### src/rtl/hazard_controller.sv
// rtl/hazard_controller.sv - stall/flush sequencer for the 5-stage pipeline
//
// Purpose: detects load-use hazards and taken branches in ID, freezes the
// pipeline while data memory is busy, and traps into ERROR after a memory
// timeout. It also keeps saturating stall and flush performance counters.
//
// Ports:
//   CLOCK, RESET          rising-edge clock, synchronous active-high reset
//   ID_Rs/ID_Rt/ID_Uses*  source operands of the instruction in ID
//   IDEXE_*               load/writeback info of the instruction in EXE
//   BranchTaken           branch/jump resolved taken in ID
//   MemReq, MemReady      MEM stage access handshake
//   PCWrite, STALL_*, FLUSH_*  pipeline control (combinational, Mealy)
//   MemTimeout            sticky timeout flag
//   State_OUT             0 RUN, 1 MEMWAIT, 2 ERROR
//   StallCycles, FlushCount  saturating performance counters
module hazard_controller #(
  parameter int MEM_TIMEOUT = 64,
  parameter int CNT_W       = 16
) (
  input  logic             CLOCK,
  input  logic             RESET,
  input  logic [4:0]       ID_Rs,
  input  logic [4:0]       ID_Rt,
  input  logic             ID_UsesRs,
  input  logic             ID_UsesRt,
  input  logic             IDEXE_MemRead,
  input  logic [4:0]       IDEXE_WriteRegister,
  input  logic             IDEXE_WriteEnable,
  input  logic             BranchTaken,
  input  logic             MemReq,
  input  logic             MemReady,
  output logic             PCWrite,
  output logic             STALL_IFID,
  output logic             FLUSH_IFID,
  output logic             STALL_IDEXE,
  output logic             FLUSH_IDEXE,
  output logic             STALL_EXEMEM,
  output logic             MemTimeout,
  output logic [1:0]       State_OUT,
  output logic [CNT_W-1:0] StallCycles,
  output logic [CNT_W-1:0] FlushCount
);

  localparam int WAIT_W = $clog2(MEM_TIMEOUT + 1);
  localparam logic [WAIT_W-1:0] TIMEOUT_VAL = WAIT_W'(MEM_TIMEOUT);

  typedef enum logic [1:0] {
    RUN     = 2'd0,
    MEMWAIT = 2'd1,
    ERROR   = 2'd2
  } state_t;

  state_t            state;
  logic [WAIT_W-1:0] waitCount;
  logic              loadUse;
  logic              memWait;
  logic              freeze;

  assign State_OUT = state;

  always_comb begin
    // Register 0 is hardwired, so a load targeting it can never create a hazard.
    loadUse = IDEXE_MemRead && IDEXE_WriteEnable && (IDEXE_WriteRegister != 5'd0) &&
              ((ID_UsesRs && (ID_Rs == IDEXE_WriteRegister)) ||
               (ID_UsesRt && (ID_Rt == IDEXE_WriteRegister)));
    memWait = MemReq && !MemReady;
    // In MEMWAIT the release cycle (memWait low) is not frozen, so freeze
    // depends only on memWait outside ERROR.
    freeze  = (state == ERROR) || memWait;

    PCWrite      = 1'b1;
    STALL_IFID   = 1'b0;
    FLUSH_IFID   = 1'b0;
    STALL_IDEXE  = 1'b0;
    FLUSH_IDEXE  = 1'b0;
    STALL_EXEMEM = 1'b0;

    if (RESET) begin
      PCWrite     = 1'b0;
      FLUSH_IFID  = 1'b1;
      FLUSH_IDEXE = 1'b1;
    end else if (freeze) begin
      PCWrite      = 1'b0;
      STALL_IFID   = 1'b1;
      STALL_IDEXE  = 1'b1;
      STALL_EXEMEM = 1'b1;
    end else if (loadUse) begin
      // One bubble: hold IF/ID and PC, let the load advance, and insert a
      // nop into ID/EXE. A same-cycle branch used stale operands, so it is dropped.
      PCWrite     = 1'b0;
      STALL_IFID  = 1'b1;
      FLUSH_IDEXE = 1'b1;
    end else if (BranchTaken) begin
      FLUSH_IFID = 1'b1;
    end
  end

  always_ff @(posedge CLOCK) begin
    if (RESET) begin
      state       <= RUN;
      waitCount   <= '0;
      MemTimeout  <= 1'b0;
      StallCycles <= '0;
      FlushCount  <= '0;
    end else begin
      if (!PCWrite && (StallCycles != {CNT_W{1'b1}})) begin
        StallCycles <= StallCycles + 1'b1;
      end
      if ((FLUSH_IFID || FLUSH_IDEXE) && (FlushCount != {CNT_W{1'b1}})) begin
        FlushCount <= FlushCount + 1'b1;
      end

      case (state)
        RUN: begin
          if (memWait) begin
            state     <= MEMWAIT;
            waitCount <= WAIT_W'(1);
          end
        end
        MEMWAIT: begin
          if (!memWait) begin
            state     <= RUN;
            waitCount <= '0;
          end else if (waitCount == TIMEOUT_VAL) begin
            state      <= ERROR;
            MemTimeout <= 1'b1;
          end else begin
            waitCount <= waitCount + 1'b1;
          end
        end
        ERROR: begin
          state <= ERROR;
        end
        default: begin
          state     <= RUN;
          waitCount <= '0;
        end
      endcase
    end
  end

endmodule

### config.mk
export PLATFORM = sky130hd
export DESIGN_NAME = hazard_controller
export DESIGN_NICKNAME = d
export VERILOG_FILES = /design/src/rtl/hazard_controller.sv
export SDC_FILE = /design/constraint.sdc
export NUM_CORES = 1
export LEC_CHECK = 0
export CAP_MARGIN = 5
export CORE_AREA = 2 2 93 95
export CTS_BUF_LIST = sky130_fd_sc_hd__clkbuf_8
export DETAILED_ROUTE_END_ITERATION = 7
export DIE_AREA = 0 0 95 97
export SLEW_MARGIN = 30
export SYNTH_ARGS = -nofsm -noshare
export SYNTH_HDL_FRONTEND = slang
export SYNTH_SLANG_ARGS = --single-unit
### constraint.sdc
create_clock -name CLOCK -period 2.4 [get_ports CLOCK]
set_clock_uncertainty 0.15 [all_clocks]
set_input_delay 0.24 -clock CLOCK [delete_from_list [all_inputs] [get_ports CLOCK]]
set_output_delay 0.24 -clock CLOCK [all_outputs]
set_load 0.03 [all_outputs]
# [Word-level counts from Yosys, hierarchy flattened]
# Index checks and enable logic that the tools add are counted.
[op_classes] n_eq_ne=10 add_sub_neg=3 n_mux=22 n_bitwise=1 reduce_logical=18
[ops] operator="adder 16 x 1 -> 16 bit (second input constant)" n=2
[ops] operator="inequality test 16 bit (second input constant)" n=2
[ops] operator="2-to-1 mux 7 bit" n=3
[ops] operator="case mux 7 bit (3 select lines)" n=1
[ops] operator="2-to-1 mux 1 bit" n=14
[ops] operator="== test 5 bit" n=2
[ops] operator="logical AND 1 bit" n=8
[ops] operator="adder 7 x 1 -> 7 bit (second input constant)" n=1
[ops] operator="== test 7 bit (second input constant)" n=1
[ops] operator="2-to-1 mux 2 bit" n=3
[ops] operator="inequality test 3 bit (second input constant)" n=2
[ops] operator="case mux 2 bit (3 select lines)" n=1
[ops] operator="AND reduction 3 bit" n=2
[ops] operator="nonzero test 5 bit" n=1
[ops] operator="logical OR 1 bit" n=3
[ops] operator="== test 2 x 1 -> 1 bit (second input constant)" n=1
[ops] operator="== test 2 bit (second input constant)" n=1
[ops] operator="logical NOT 1 bit" n=2
[ops] operator="logical NOT 2 bit" n=1
[ops] operator="inequality test 2 bit (second input constant)" n=1
[ops] operator="AND reduction 2 bit" n=1
[ops] operator="NOT 1 bit" n=1
[word_totals] output_inout_bits=41 input_bits=24 elab_cells=59 ff_bits=42

# [Longest topological paths before layout]
[logic_depth] ltp_word=9 ltp_mapped=9 mapped_depth_nobuf=8

# [Worst setup path after synthesis]
# Ideal clock, no wire load.
[synth_timing] path_kind="flip-flop to flip-flop" from="register StallCycles[2]" to="register StallCycles[6]" t_arrival_ns=2.002 slack_ns=0.125 period_less_slack_ns=2.275 required_time_ns=2.127 setup_time_ns=0.123 stages_incl_launch_ff=8 n_path_buf=1 cell_sequence="dfxtp_1 and4_1 nand4_1 or3_1 buf_2 nand2_2 nor3b_1 mux2_1"
[synth_between] elab_chain_len=2
[synth_rtl] element="start: declaration" line_no="41" rtl="output logic [CNT_W-1:0] StallCycles,"
[synth_rtl] element="start signal: assignment" line_no="108" rtl="StallCycles <= StallCycles + 1'b1;"
[synth_rtl] element="parallel branches: the longest is 2 deep, another holds adder 16 x 1 -> 16 bit"
# Several ways; the timed one is not identified.
# A chain may end at the register's enable or synchronous reset.

# [Worst setup path in the final report]
[layout_timing] from="input IDEXE_WriteRegister[1]" to="output PCWrite"
[layout_between] elab_chain_len=7
[layout_rtl] element="start: declaration" line_no="28" rtl="input logic [4:0] IDEXE_WriteRegister,"
[layout_rtl] element="== test 5 bit (on tied branches)" line_no="65, 66"
[layout_rtl] element="logical AND 1 bit (on tied branches)" line_no="65, 66"
[layout_rtl] element="logical OR 1 bit" line_no="65" rtl="((ID_UsesRs && (ID_Rs == IDEXE_WriteRegister)) ||"
[layout_rtl] element="logical AND 1 bit *" line_no="64" rtl="loadUse = IDEXE_MemRead && IDEXE_WriteEnable && (IDEXE_WriteRegister != 5'd0) &&"
[layout_rtl] element="2-to-1 mux 1 bit *" line_no="88" rtl="end else if (loadUse) begin"
[layout_rtl] element="2-to-1 mux 1 bit *" line_no="83" rtl="end else if (freeze) begin"
[layout_rtl] element="2-to-1 mux 1 bit *" line_no="79" rtl="if (RESET) begin"
[layout_rtl] element="end: declaration" line_no="33" rtl="output logic PCWrite,"
# Every way passes the cells marked *; elsewhere a longest branch is shown, timed or not.

==> flow_summary_export.csv <==
group,metric,value,unit
synth,synthXorXnorAreaFrac,0.0621,
drt,antenna_left,0,
final_layout,syn2layout_area_growth,46.3,%
critical_path,worstSetupEndpointType,"output pin",
synth,synthesis.nets,316,
synth,synth_area,2400,um2
synth,synthAdderAreaFrac,0.0209,
sta,rsz0062_at_grt,"no",
sta,relSlewSlack,0.738,
synth,ys_top_cells_by_count,"dfxtp_1, nor2_1, a21oi_1, nand2_1, or3_1",
die,dieWidth,95,um
grt,grt_max_degree,21,
sta,period_minus_slack,2290,ps
synth,synth_top_family_by_area,"simple AND/OR/NAND/NOR gates",
critical_path,crit_required,2010,ps
clock_network,clock_path_buffers,2,
synth,ys_types,47,
outcome,status,"finished, final reports clean",
die,design.core.area,8130,um2
clock_network,cts.sinks,42,
worst_hold_path,hold_depth,2,
sta,hold_viol_final,0,
clock_network,cts_buffers,5,
synth,syn_avg_cell_area,8.32,um2
sta,final.period_utilization,0.953,
synth,synthMuxAreaShare,0.0465,
die,fp.dieH,97,um
power_and_ir_drop,power-per-cell-area,434,nW/um2
grt,grt_pass1_vias,2300,
clock_network,root_buffer,"clkbuf_8",
synth,yosysTopAreaCell,"dfxtp_1",
final_layout,diodes,0,
drt,drt-vias-per-instance,4.95,
sta,fmax,437,MHz
critical_path,worstSetupStartpointType,"primary input",
clock_network,path_clk_slew,80,ps
sta,worst_pin_slew,392,ps
die,num_rows,33,
grt,grt_pass1_wl,10100,um
power_and_ir_drop,ir_worst_vdd,0.209,mV
synth,synthTopCellsByArea,"dfxtp_1, a21oi_1, nor2_1, or3_1, xnor2_1",
die,die-area,9220,um2
die,start_util,0.295,
critical_path,path_class,"primary input to output pin",
drt,wl_per_cell,12.5,um
clock_network,tritoncts,"yes",
synth,synth_edf_count,0,
flow_run,drv_cap,0,
grt,overflow,0,
synth,synth_compound_gate_area_share,0.154,
sta,setup_violations,0,
grt,antenna_found_initial,0,
synth,synth-seq-cells,42,
drt,vias,2415,
synth,synth-simple-area-share,0.321,
drt,first_pass_iters,4,
synth,synthCells,288,
power_and_ir_drop,p_leak,1.27,nW
clock_network,holdBufCountCts,0,
synth,ys_warn_count,0,
synth,synth_top_cell_area_share,0.351,
drt,wl,6100,um
die,num_io_pins,65,
critical_path,path_max_fanout,8,
sta,finalSetupTns,0,ps
place,gp_congestion,0.824,
synth,yosysMostFrequentCell,"dfxtp_1",
synth,postSynth.asyncResetShare,0,
final_layout,drive_above_1_share,0.175,
clock_network,htreeDepth,2,
clock_network,clk_latency,300,ps
drt,drt-initial-drc-count,80,
sta,drv_slew,0,
drt,drc,0,
place,dp_hpwl,4610,um
final_layout,final_nets,410,
place,io_buffer_count,64,
sta,timing.final.ws_setup,113,ps
synth,yosysSeqAreaShare,0.351,
critical_path,r2r_cells,6,
grt,grt_usage,0.133,
worst_hold_path,hold_path.class,"primary input to flop",
critical_path,critPathArrivalTime,1900,ps
synth,ys.flop_type,"dfxtp_1",
place,dp_slack,-368,ps
## worst paths after layout
kind,startpoint,to,slack (ps)
setup / recovery,IDEXE_WriteRegister[1],PCWrite,110
hold / removal,RESET,waitCount[1]$_SDFFE_PP0P_,170
setup reg to reg,StallCycles[3]$_SDFFE_PP0P_,StallCycles[6]$_SDFFE_PP0P_,180
hold reg to reg,MemTimeout$_SDFFE_PP0P_,MemTimeout$_SDFFE_PP0P_,330
## layout by cell type (no fill, tap or decap), drive strengths merged, types with 2 or more instances in the layout
cell type,netlist,routed
or4,5,5
clkinv,0,2
nand2,18,18
buf,7,41
nand4,15,15
nor4b,4,4
inv,6,6
and3,3,3
a31oi,3,3
mux2,9,9
ha,4,4
o21ai,16,16
and2,3,3
nand3,12,12
nor4,3,3
nand2b,4,4
clkbuf,7,5
or3,17,17
a21oi,25,25
nor3,4,4
o31ai,5,5
xor2,5,5
xnor2,12,12
dfxtp,42,42
nor2b,10,10
nor3b,4,4
dlymetal6s2s,0,4
clkdlybuf4s50,0,54
nor2,30,30
and4,3,3
## sequential cells by signal, summed over array words and instances, names as in the netlist
| register | flops |
|---|---|
| FlushCount | 16 |
| State_OUT | 2 |
| MemTimeout | 1 |
| StallCycles | 16 |
| waitCount | 7 |
## cell type report
cell class	count	area, um2
Timing Repair Buffer	101	925
Multi-Input combinational cell	226	1480
Sequential cell	42	842
Clock inverter	3	40.0
Fill cell	808	4630
Inverter	6	22.5
Tap cell	105	131
Clock buffer	5	68.8
## routing by layer
layer  share of wire  wire, um  GRT usage
met3           0.042       255     0.0288
met2            0.48      2950      0.226
met5               0         0          0
met1            0.47      2840      0.166
met4          0.0089        54     0.0357
## cells by family (layout without fill, tap and decap cells)
kind of cell / Yosys count / in the layout
XOR/XNOR: 17 / 17
multiplexers: 10 / 10
flip-flops: 42 / 42
AO/OA/AOI/OAI: 57 / 57
adder cells (fa/ha/maj): 4 / 4
AND/OR/NAND/NOR: 138 / 138
buffers and inverters: 20 / 115
## worst max-delay path: stages
cell and delay [ps]:
dlygate4sd2_1 270, or3_4 400, o311a_4 400, a211oi_4 290, buf_6 160, buf_6 130
## per-stage QoR
| stage | utilization | hold WS [ps] | power, mW | cells | area [um2] |
|---|---|---|---|---|---|
| 3_3_place_gp | 0.406 | 301 | 0.967 | 474 | 3310 |
| 6_report | 0.431 | 175 | 1.52 | 488 | 3510 |
| 5_1_grt | 0.431 | 174 | 1.59 | 488 | 3510 |
| 2_1_floorplan | - | 322 | 0.858 | 288 | 2400 |
| 4_1_cts | 0.427 | 171 | 1.55 | 486 | 3470 |
| 3_5_place_dp | 0.406 | 315 | 0.971 | 474 | 3310 |
## where the power goes
group / total (mW) / leakage, nW / internal, mW / switching (mW)
Combinational: 0.248 / 0.877 / 0.127 / 0.122
Sequential: 0.715 / 0.340 / 0.705 / 0.00968
Clock: 0.558 / 0.0579 / 0.307 / 0.252
## repair_timing
| item | in CTS | in global routing |
|---|---|---|
| buffers inserted | 4 | 2 |
| endpoints found under the setup margin | 4 | 12 |
| gates resized for setup | 11 | 10 |
| pin swaps | 1 | 4 |
No activity file was read; power rests on OpenSTA's default activity.
